--- config.mk ---
export PLATFORM = sky130hd
export DESIGN_NAME = sim_mmio_bridge_flat
export DESIGN_NICKNAME = d
export VERILOG_FILES = /design/src/rtl/sim_mmio_bridge_pkg.sv /design/src/rtl/sim_mmio_bridge_if.sv /design/src/rtl/sim_mmio_regs.sv /design/src/rtl/sim_mmio_bridge.sv /design/src/flat_wrapper.sv
export SDC_FILE = /design/constraint.sdc
export NUM_CORES = 1
export LEC_CHECK = 0
export CORE_MARGIN = 1.5
export CORE_UTILIZATION = 37
export DETAILED_ROUTE_END_ITERATION = 8
export HOLD_SLACK_MARGIN = 0.02
export MAX_ROUTING_LAYER = met4
export PLACE_DENSITY_LB_ADDON = 0.3
export SYNTH_ARGS = -nofsm -noshare
export SYNTH_HDL_FRONTEND = slang
export SYNTH_SLANG_ARGS = --single-unit
--- constraint.sdc ---
create_clock -name clk -period 2.3 [get_ports clk]
set_input_delay 0.345 -clock clk [delete_from_list [all_inputs] [get_ports clk]]
set_output_delay 0.345 -clock clk [all_outputs]
set_load 0.05 [all_outputs]
--- src/rtl/sim_mmio_bridge_pkg.sv ---
// Shared types and default address map for the simulation MMIO bridge.
package sim_mmio_bridge_pkg;

  localparam int unsigned XLEN          = 32;
  localparam int unsigned CYCLE_W       = 32;
  localparam logic [XLEN-1:0] MEM_BASE_DEF  = 32'h0002_0000;
  localparam int unsigned MEM_SIZE_DEF  = 16384;
  localparam logic [XLEN-1:0] MMIO_BASE_DEF = 32'hFFFF_FFF0;

  // Register offsets inside the 16-byte MMIO page
  typedef enum logic [3:0] {
    EXIT    = 4'h0,
    CONSOLE = 4'h4,
    CYCLE   = 4'h8
  } mmio_off_e;

  typedef enum logic [1:0] {
    IDLE     = 2'd0,
    MEM_WAIT = 2'd1,
    RESP     = 2'd2
  } bridge_state_e;

  // Registered response payload for MMIO / error replies
  typedef struct packed {
    logic [XLEN-1:0] data;
    logic            error;
  } resp_t;

endpackage

--- src/rtl/sim_mmio_bridge_if.sv ---
// Core-side request/response and data-memory-side bus bundle.
interface sim_mmio_bridge_if #(
  parameter int unsigned xlen = 32
) ();

  // core request
  logic            r_v;
  logic            w_v;
  logic [xlen-1:0] data_adr;
  logic [xlen-1:0] data_i;
  logic [3:0]      strobe;
  // core response
  logic [xlen-1:0] dmem_res;
  logic            dmem_res_v;
  logic            dmem_res_error;
  // data memory request
  logic            mem_r_v;
  logic            mem_w_v;
  logic [xlen-1:0] mem_adr;
  logic [xlen-1:0] mem_data;
  logic [3:0]      mem_strobe;
  // data memory response
  logic [xlen-1:0] mem_resp;
  logic            mem_resp_v;
  logic            mem_resp_error;

  // Environment view: drives core requests and memory responses
  modport master (
    output r_v, w_v, data_adr, data_i, strobe,
    input  dmem_res, dmem_res_v, dmem_res_error,
    input  mem_r_v, mem_w_v, mem_adr, mem_data, mem_strobe,
    output mem_resp, mem_resp_v, mem_resp_error
  );

  // Bridge view
  modport slave (
    input  r_v, w_v, data_adr, data_i, strobe,
    output dmem_res, dmem_res_v, dmem_res_error,
    output mem_r_v, mem_w_v, mem_adr, mem_data, mem_strobe,
    input  mem_resp, mem_resp_v, mem_resp_error
  );

endinterface

--- src/rtl/sim_mmio_regs.sv ---
// Simulation host registers: exit, console and free-running cycle counter.
module sim_mmio_regs
  import sim_mmio_bridge_pkg::*;
#(
  parameter int unsigned xlen = XLEN
) (
  input  logic            clk,
  input  logic            rst_n,
  input  logic            wr_en_i,
  input  logic [3:0]      off_i,
  input  logic [xlen-1:0] wdata_i,
  input  logic            wstrb0_i,
  output logic [xlen-1:0] rd_data_c,
  output logic            off_err_c,
  output logic            exit_v_o,
  output logic [xlen-1:0] exit_code_o,
  output logic            console_v_o,
  output logic [7:0]      console_char_o
);

  logic               exit_v_q, exit_v_d;
  logic [xlen-1:0]    exit_code_q, exit_code_d;
  logic               console_v_q, console_v_d;
  logic [7:0]         console_char_q, console_char_d;
  logic [CYCLE_W-1:0] cycle_q, cycle_d;
  logic               exit_we_c;
  logic               con_we_c;

  // Only the first exit write is latched; later ones are acked without effect
  assign exit_we_c = wr_en_i && wstrb0_i && (off_i == EXIT) && !exit_v_q;
  assign con_we_c  = wr_en_i && wstrb0_i && (off_i == CONSOLE);

  // Read mux and offset decode for the response path
  always_comb begin
    rd_data_c = '0;
    off_err_c = 1'b0;
    case (off_i)
      EXIT, CONSOLE: rd_data_c = '0;
      CYCLE:         rd_data_c = xlen'(cycle_q);
      default:       off_err_c = 1'b1;
    endcase
  end

  // Next-state for host registers
  always_comb begin
    exit_v_d       = exit_v_q | exit_we_c;
    exit_code_d    = exit_we_c ? wdata_i : exit_code_q;
    console_v_d    = con_we_c;
    console_char_d = con_we_c ? wdata_i[7:0] : console_char_q;
    cycle_d        = cycle_q + CYCLE_W'(1);
  end

  // Register state
  always_ff @(posedge clk or negedge rst_n) begin
    if (!rst_n) begin
      exit_v_q       <= 1'b0;
      exit_code_q    <= '0;
      console_v_q    <= 1'b0;
      console_char_q <= '0;
      cycle_q        <= '0;
    end else begin
      exit_v_q       <= exit_v_d;
      exit_code_q    <= exit_code_d;
      console_v_q    <= console_v_d;
      console_char_q <= console_char_d;
      cycle_q        <= cycle_d;
    end
  end

  assign exit_v_o       = exit_v_q;
  assign exit_code_o    = exit_code_q;
  assign console_v_o    = console_v_q;
  assign console_char_o = console_char_q;

endmodule

--- src/rtl/sim_mmio_bridge.sv ---
// Data-side decoder: routes core requests to data memory or the MMIO page.
module sim_mmio_bridge
  import sim_mmio_bridge_pkg::*;
#(
  parameter int unsigned     xlen      = XLEN,
  parameter logic [xlen-1:0] MEM_BASE  = xlen'(MEM_BASE_DEF),
  parameter int unsigned     MEM_SIZE  = MEM_SIZE_DEF,
  parameter logic [xlen-1:0] MMIO_BASE = xlen'(MMIO_BASE_DEF)
) (
  input  logic                  clk,
  input  logic                  rst_n,
  sim_mmio_bridge_if.slave      bus,
  output logic                  exit_v,
  output logic [xlen-1:0]       exit_code,
  output logic                  console_v,
  output logic [7:0]            console_char,
  output logic                  proto_err
);

  bridge_state_e   state_q, state_d;
  resp_t           resp_q, resp_d;
  logic            res_v_q, res_v_d;
  logic            proto_err_q, proto_err_d;

  logic            req_c, both_c, idle_c, accept_c;
  logic            is_mem_c, is_mmio_c;
  logic            fwd_c, mmio_acc_c, mem_done_c;
  logic [xlen-1:0] mem_off_c;
  logic [xlen-1:0] rd_data_c;
  logic            off_err_c;

  // Address decode; wrap-around subtraction makes below-base addresses huge
  assign mem_off_c  = bus.data_adr - MEM_BASE;
  assign is_mem_c   = mem_off_c < xlen'(MEM_SIZE);
  assign is_mmio_c  = bus.data_adr[xlen-1:4] == MMIO_BASE[xlen-1:4];

  assign req_c      = bus.r_v | bus.w_v;
  assign both_c     = bus.r_v & bus.w_v;
  assign idle_c     = state_q == IDLE;
  assign accept_c   = idle_c & req_c;
  assign fwd_c      = accept_c & ~both_c & is_mem_c;
  assign mmio_acc_c = accept_c & ~both_c & is_mmio_c;
  assign mem_done_c = (state_q == MEM_WAIT) & bus.mem_resp_v;

  sim_mmio_regs #(.xlen(xlen)) u_regs (
    .clk            (clk),
    .rst_n          (rst_n),
    .wr_en_i        (mmio_acc_c & bus.w_v),
    .off_i          (bus.data_adr[3:0]),
    .wdata_i        (bus.data_i),
    .wstrb0_i       (bus.strobe[0]),
    .rd_data_c      (rd_data_c),
    .off_err_c      (off_err_c),
    .exit_v_o       (exit_v),
    .exit_code_o    (exit_code),
    .console_v_o    (console_v),
    .console_char_o (console_char)
  );

  // FSM next state, registered MMIO/error response and sticky protocol error
  always_comb begin
    state_d     = state_q;
    resp_d      = '0;
    res_v_d     = 1'b0;
    proto_err_d = proto_err_q | (req_c & (~idle_c | both_c));
    case (state_q)
      IDLE: begin
        if (fwd_c) begin
          state_d = MEM_WAIT;
        end else if (accept_c) begin
          state_d = RESP;
          res_v_d = 1'b1;
          if (mmio_acc_c) begin
            resp_d.data  = rd_data_c;
            resp_d.error = off_err_c;
          end else begin
            resp_d.error = 1'b1;
          end
        end
      end
      MEM_WAIT: if (bus.mem_resp_v) state_d = IDLE;
      RESP:     state_d = IDLE;
      default:  state_d = IDLE;
    endcase
  end

  // State and response registers
  always_ff @(posedge clk or negedge rst_n) begin
    if (!rst_n) begin
      state_q     <= IDLE;
      resp_q      <= '0;
      res_v_q     <= 1'b0;
      proto_err_q <= 1'b0;
    end else begin
      state_q     <= state_d;
      resp_q      <= resp_d;
      res_v_q     <= res_v_d;
      proto_err_q <= proto_err_d;
    end
  end

  // Memory forward is combinational and only during the accepted request cycle
  assign bus.mem_r_v    = fwd_c & bus.r_v;
  assign bus.mem_w_v    = fwd_c & bus.w_v;
  assign bus.mem_adr    = fwd_c ? bus.data_adr : '0;
  assign bus.mem_data   = fwd_c ? bus.data_i   : '0;
  assign bus.mem_strobe = fwd_c ? bus.strobe   : '0;

  // Memory response passes straight through; otherwise the registered reply
  assign bus.dmem_res_v     = res_v_q | mem_done_c;
  assign bus.dmem_res       = mem_done_c ? bus.mem_resp       : resp_q.data;
  assign bus.dmem_res_error = mem_done_c ? bus.mem_resp_error : resp_q.error;

  assign proto_err = proto_err_q;

endmodule

--- src/flat_wrapper.sv ---
// flat-port wrapper written by rule: the top's interface ports become plain ports
module sim_mmio_bridge_flat import sim_mmio_bridge_pkg::*;
#(
  parameter int unsigned     xlen      = XLEN,
  parameter logic [xlen-1:0] MEM_BASE  = xlen'(MEM_BASE_DEF),
  parameter int unsigned     MEM_SIZE  = MEM_SIZE_DEF,
  parameter logic [xlen-1:0] MMIO_BASE = xlen'(MMIO_BASE_DEF)
)
  (clk, rst_n, exit_v, exit_code, console_v, console_char, proto_err, bus_r_v, bus_w_v, bus_data_adr, bus_data_i, bus_strobe, bus_dmem_res, bus_dmem_res_v, bus_dmem_res_error, bus_mem_r_v, bus_mem_w_v, bus_mem_adr, bus_mem_data, bus_mem_strobe, bus_mem_resp, bus_mem_resp_v, bus_mem_resp_error);
  sim_mmio_bridge_if #(.xlen(xlen)) bus_i ();
  input  logic clk;
  input  logic rst_n;
  output logic exit_v;
  output logic [xlen-1:0] exit_code;
  output logic console_v;
  output logic [7:0] console_char;
  output logic proto_err;
  input wire logic [$bits(bus_i.r_v)-1:0] bus_r_v;
  input wire logic [$bits(bus_i.w_v)-1:0] bus_w_v;
  input wire logic [$bits(bus_i.data_adr)-1:0] bus_data_adr;
  input wire logic [$bits(bus_i.data_i)-1:0] bus_data_i;
  input wire logic [$bits(bus_i.strobe)-1:0] bus_strobe;
  output wire logic [$bits(bus_i.dmem_res)-1:0] bus_dmem_res;
  output wire logic [$bits(bus_i.dmem_res_v)-1:0] bus_dmem_res_v;
  output wire logic [$bits(bus_i.dmem_res_error)-1:0] bus_dmem_res_error;
  output wire logic [$bits(bus_i.mem_r_v)-1:0] bus_mem_r_v;
  output wire logic [$bits(bus_i.mem_w_v)-1:0] bus_mem_w_v;
  output wire logic [$bits(bus_i.mem_adr)-1:0] bus_mem_adr;
  output wire logic [$bits(bus_i.mem_data)-1:0] bus_mem_data;
  output wire logic [$bits(bus_i.mem_strobe)-1:0] bus_mem_strobe;
  input wire logic [$bits(bus_i.mem_resp)-1:0] bus_mem_resp;
  input wire logic [$bits(bus_i.mem_resp_v)-1:0] bus_mem_resp_v;
  input wire logic [$bits(bus_i.mem_resp_error)-1:0] bus_mem_resp_error;
  assign bus_i.r_v = bus_r_v;
  assign bus_i.w_v = bus_w_v;
  assign bus_i.data_adr = bus_data_adr;
  assign bus_i.data_i = bus_data_i;
  assign bus_i.strobe = bus_strobe;
  assign bus_dmem_res = bus_i.dmem_res;
  assign bus_dmem_res_v = bus_i.dmem_res_v;
  assign bus_dmem_res_error = bus_i.dmem_res_error;
  assign bus_mem_r_v = bus_i.mem_r_v;
  assign bus_mem_w_v = bus_i.mem_w_v;
  assign bus_mem_adr = bus_i.mem_adr;
  assign bus_mem_data = bus_i.mem_data;
  assign bus_mem_strobe = bus_i.mem_strobe;
  assign bus_i.mem_resp = bus_mem_resp;
  assign bus_i.mem_resp_v = bus_mem_resp_v;
  assign bus_i.mem_resp_error = bus_mem_resp_error;
  sim_mmio_bridge #(.xlen(xlen), .MEM_BASE(MEM_BASE), .MEM_SIZE(MEM_SIZE), .MMIO_BASE(MMIO_BASE)) u_core (.clk(clk), .rst_n(rst_n), .bus(bus_i), .exit_v(exit_v), .exit_code(exit_code), .console_v(console_v), .console_char(console_char), .proto_err(proto_err));
endmodule
Yosys cells after proc, flatten, opt, wreduce, memory -nomap -nowiden
Index checks and enable logic that the tools add are counted.

word-level totals
  output and inout port bits = 147
  memories kept = 0
  input bits = 106
  ROM bits = 0
  bits in registers = 111
  latch bits = 0
  RAM bits = 0

cells by class
  multipliers = 0
  magnitude comparators = 1
  divide/modulo/power cells = 0
  bitwise operators = 17
  reductions and logical operators = 9
  multiplexer cells = 19
  eq/ne operators = 6
  shift operators = 0
  $add $sub $neg = 2

operator list
  kind                                                          number
  two-way mux 32 bit                                            5
  two-way mux 33 bit                                            3
  adder 32 x 1 -> 32 bit, second input constant                 1
  less-than comparator 32 x 15 -> 1 bit, second input constant  1
  subtractor 32 x 18 -> 32 bit, second input constant           1
  equality test 28 bit, second input constant                   1
  AND 1 bit                                                     10
  two-way mux 1 bit                                             6
  two-way mux 2 bit                                             3
  OR 1 bit                                                      5
  equality test 4 x 3 -> 1 bit, second input constant           1
  equality test 4 bit, second input constant                    1
  logical AND 1 bit                                             4
  logical NOT 4 bit                                             1
  two-way mux 4 bit                                             1
  one-hot mux 2 bit (2 select lines)                            1
  inequality test 3 bit, second input constant                  1
  OR reduction 3 bit                                            1
  equality test 2 x 1 -> 1 bit, second input constant           1
  logical NOT 2 bit                                             1
  inequality test 2 bit, second input constant                  1
  inverter 1 bit                                                2
  AND reduction 2 bit                                           1
  logical NOT 1 bit                                             1

Depth between registers and ports, before layout
  depth in word-level cells = 9
  gate-level depth with buffers = 8

Modules after synthesis
A second synthesis with hierarchy kept.

second synthesis, totals
  cell total of the unflattened synthesis = 488
  area, all modules = 5,616.6 um^2

modules (own cells, without submodules)
  module           instances  area each (um^2)  cells an instance
  sim_mmio_regs    1          3,259.4           254
  sim_mmio_bridge  1          2,357.3           234

Worst setup path before layout
No wires, ideal clock.

  path kind = input-to-output
  start point = input bus_data_adr[17]
  end point = output bus_mem_adr[10]
  path slack = -0.709 ns
  required time = 1.955 ns
  path buffers = 1
  arrival = 2.664 ns
  cell stages on the path = 7
  path through = inv_1 -> ha_1 -> or2_0 -> a221o_1 -> a2111oi_2 -> clkbuf_1 -> and2_1

on the way
  longest elaborated chain between the ends = 4

RTL lines
  what                                   line                    text
  start, declared                        flat_wrapper.sv:20      input wire logic [$bits(bus_i.data_adr)-1:0] bus_data_adr;
  subtractor 32 x 18 -> 32 bit           sim_mmio_bridge.sv:33   assign mem_off_c = bus.data_adr - MEM_BASE;
  less-than comparator 32 x 15 -> 1 bit  sim_mmio_bridge.sv:34   assign is_mem_c = mem_off_c < xlen'(MEM_SIZE);
  AND 1 bit                              sim_mmio_bridge.sv:41   assign fwd_c = accept_c & ~both_c & is_mem_c;
  two-way mux 32 bit                     sim_mmio_bridge.sv:105  assign bus.mem_adr = fwd_c ? bus.data_adr : '0;
  end, declared                          flat_wrapper.sv:28      output wire logic [$bits(bus_i.mem_adr)-1:0] bus_mem_adr;

No other way between the ends.

Worst setup path after layout
  start point = input bus_data_adr[23]
  end point = output bus_mem_adr[2]

The elaborated chain is that of the path after synthesis.

==> impl_results.md <==
* Die Wd at 122 um
* Met1 Track Usage GR at 0.243
* Largest net degree at the start of global routing at 63
* Crit end category: primary output
* Internal power at 2.94 mW
* TritonRoute pass-1 iters at 4
* Data required time of the critical path at 1960 ps
* Most frequent cells in the layout: clkdlybuf4s50_1, dfrtp_1, buf_12
* DPL Wire Length at 11,200 um
* Area Overhead vs Synth at 85.2%
* GP Congestion at 0.877
* Die ar. at 0.0149 mm2
* Clk_lat worst skew at 350 ps
* H-tree levels at 3
* Setup TNS at -13,760 ps
* Arrival time at the worst endpoint at 2260 ps
* Root Buffer Master: clkbuf_16
* Vias at 4,315
* Max-slew headroom at 0.623
* Seq cells post-synth at 111
* Post-synth ARST share at 1.00
* Met3 Track Usage GR at 0.0482
* Via-per-instance ratio at 4.77
* GRT busiest layer: met2
* Worst Path Max Fanout at 6
* Final Core Density at 0.702
* Final Net Count at 828
* Commonest non-fill, non-tap cell in the layout: clkdlybuf4s50_1
* Worst vdd ir at 0.325 mV
* Top cells by area, synth: dfrtp_1, mux2_2, and2_1
* Synth area leader: dfrtp_1
* Clock power frac at 0.381
* Synth unique cells at 37
* IO Port Bufs at 237
* Outcome: complete, but fails checks
* Failing checks: negative setup slack
* Clk slew on worst S/H paths at 80 ps
* Multi-input gate area at 0.00254 mm2
* Layout Skew at 5.69 ps
* Violation count after the first detailed-route iteration at 128
* Sequential fraction of the synthesis area at 0.530
* Initial antenna violation count at 0
* Ports at 253
* Max Clock Freq at 384 MHz
* Reg-to-Reg End: u_core.u_regs.exit_code_o[6]
* Avg WL per Cell at 17.7 um
* R2r setup slk at 130 ps
* Met2 Usage GRT at 0.365
* Ys flop type: dfrtp_1
* Comb power frac at 0.116
* Core ar. at 0.0138 mm2
* Num Clock Sinks at 111
* Sw power at 0.954 mW
* Initial Utilization at 0.379
* HP Class: input pin to async pin
* Crit Path Category: input pin to primary output
* Slew Limit Fails at 0
* Setup ws final at -301 ps
* Pwr Density at 401 mW/mm2
* CTS tree: built
* Synth top area share at 0.530
* Post-Syn Area at 0.00524 mm2
* Fin cells at 905
* Placed cells at 870
* RSZ-0062 raised after global routing: yes
* Fillers at 930
* Part of the cycle the worst path needs at 1.13
* Overall Power at 3.89 mW
* Max clock buf depth at 2
* Mapped Cells at 438
* Crit path launch type: input pin
* Vias in the first global route at 4,447
* Post-layout min period at 2600 ps
* CTS Buf Count at 9
* R2R cell count at 8
* Global-route wire length before repair at 23,700 um
* Final Hold Fails at 0
* Ant. Diodes at 0
* Register share of total power at 0.503
* Storage element area at 0.00278 mm2
* GRT overflow at 0
* Yosys warns at 0
* Slew @ Worst Pin at 564 ps
* Final ANT Viol Nets at 0
* Cell Rows at 43
* Layout cells sized above 1 at 0.421
* FF-to-FF Start: u_core.state_q[1]
* Drt drc at 0
* Y dimension of the die at 122 um
* Routed WL at 16,000 um
* Pleak at 4.44 nW
* Avg Cell Area, Syn at 12.0 um2
* Setup violators final at 55
* Sw Ratio at 0.245
* GRT Overall Usage at 0.213
* Max cap viols at 0
* Post-synth EDFFs at 0
layout make-up:
type,count,area share
sequential,111,0.286
clock inverter,7,0.00580
tap,180,0.0232
inverter,3,0.00322
timing repair buffer,288,0.396
multi-input combinational,307,0.262
clock buffer,9,0.0232
logic make-up after synthesis:
family,share of synthesized area
buffers and inverters,0.0404
other,0.000716
AND/OR/NAND/NOR,0.204
multiplexers,0.157
XOR/XNOR,0.0535
AO/OA/AOI/OAI,0.00979
adder cells (fa/ha/maj),0.00478
flip-flops,0.530
registers in the layout, indices dropped and copies added (netlist names):
register	flops
u_core.u_regs.console_char_o	8
u_core.resp_q	33
u_core.state_q	2
u_core.proto_err	1
u_core.u_regs.cycle_q	32
u_core.u_regs.exit_code_o	32
u_core.res_v_q	1
u_core.u_regs.exit_v_o	1
u_core.u_regs.console_v_o	1
routing by layer:
metal  part of all wire  wire length (um)
met3              0.067              1070
met2               0.53              8470
met5                  0                 0
met4              0.024               381
met1               0.38              6070
power by group through the flow:
stage                     combinational, mW  clock [mW]  sequential (mW)
after floorplan                       0.126           0             2.00
after detailed placement              0.423           0             2.00
after global routing                  0.480        1.60             1.96
after CTS                             0.440        1.51             1.96
after global placement                0.417           0             2.00
final                                 0.451        1.48             1.96
stage by stage:
stage / setup slack, ps / area (um2) / hold WS (ps)
floorplan: -125 / 5500 / 49.4
global placement: -816 / 9050 / 190
detailed placement: -865 / 9050 / 196
CTS: -236 / 9570 / 356
global route: -377 / 9700 / 380
finish: -301 / 9700 / 370
cells in the mapped netlist (2+ instances only):
cell type  instances
nand2_1           17
mux2_2            72
and2_1            85
nand3b_1           2
nor4_1             8
ha_1               2
nand3_1           12
or2_2              2
buf_4             15
nor2_1            15
inv_1              3
nand4_1           13
and3_1            13
dfrtp_1          111
xor2_1            10
xnor2_1           22
clkbuf_2           4
buf_6              3
clkbuf_1           9
nor3b_1            2
a21oi_1            2
worst max path at each step:
stage | startpoint | endpoint | slack, ps | cells past startpoint
after detailed placement | bus_data_adr[18] | bus_mem_data[8] | -860 | 9
after global placement | bus_data_adr[18] | bus_mem_strobe[3] | -820 | 9
after CTS | bus_data_adr[18] | bus_mem_adr[7] | -240 | 11
after global routing | u_core.state_q[1] | bus_mem_data[15] | -380 | 8
after floorplan | bus_data_adr[18] | bus_mem_adr[0] | -120 | 8
final | bus_data_adr[23] | bus_mem_adr[2] | -300 | 9
worst max-delay path: stages:
cell and delay, ps:
clkdlybuf4s50_1 450, nor4_2 260, nand2_1 150, a2111oi_4 310, buf_4 210, buf_12 130
buf_16 120, and2_4 140, buf_12 130
timing repair:
item,in CTS,in global routing
cloned,3,4
pin swaps,13,7
buffers inserted,10,3
endpoints found under the setup margin,66,88
hold buffers,1,0
resized for setup,44,17
endpoints found under the hold margin,9,0
Power figures use the tool's default switching activity.
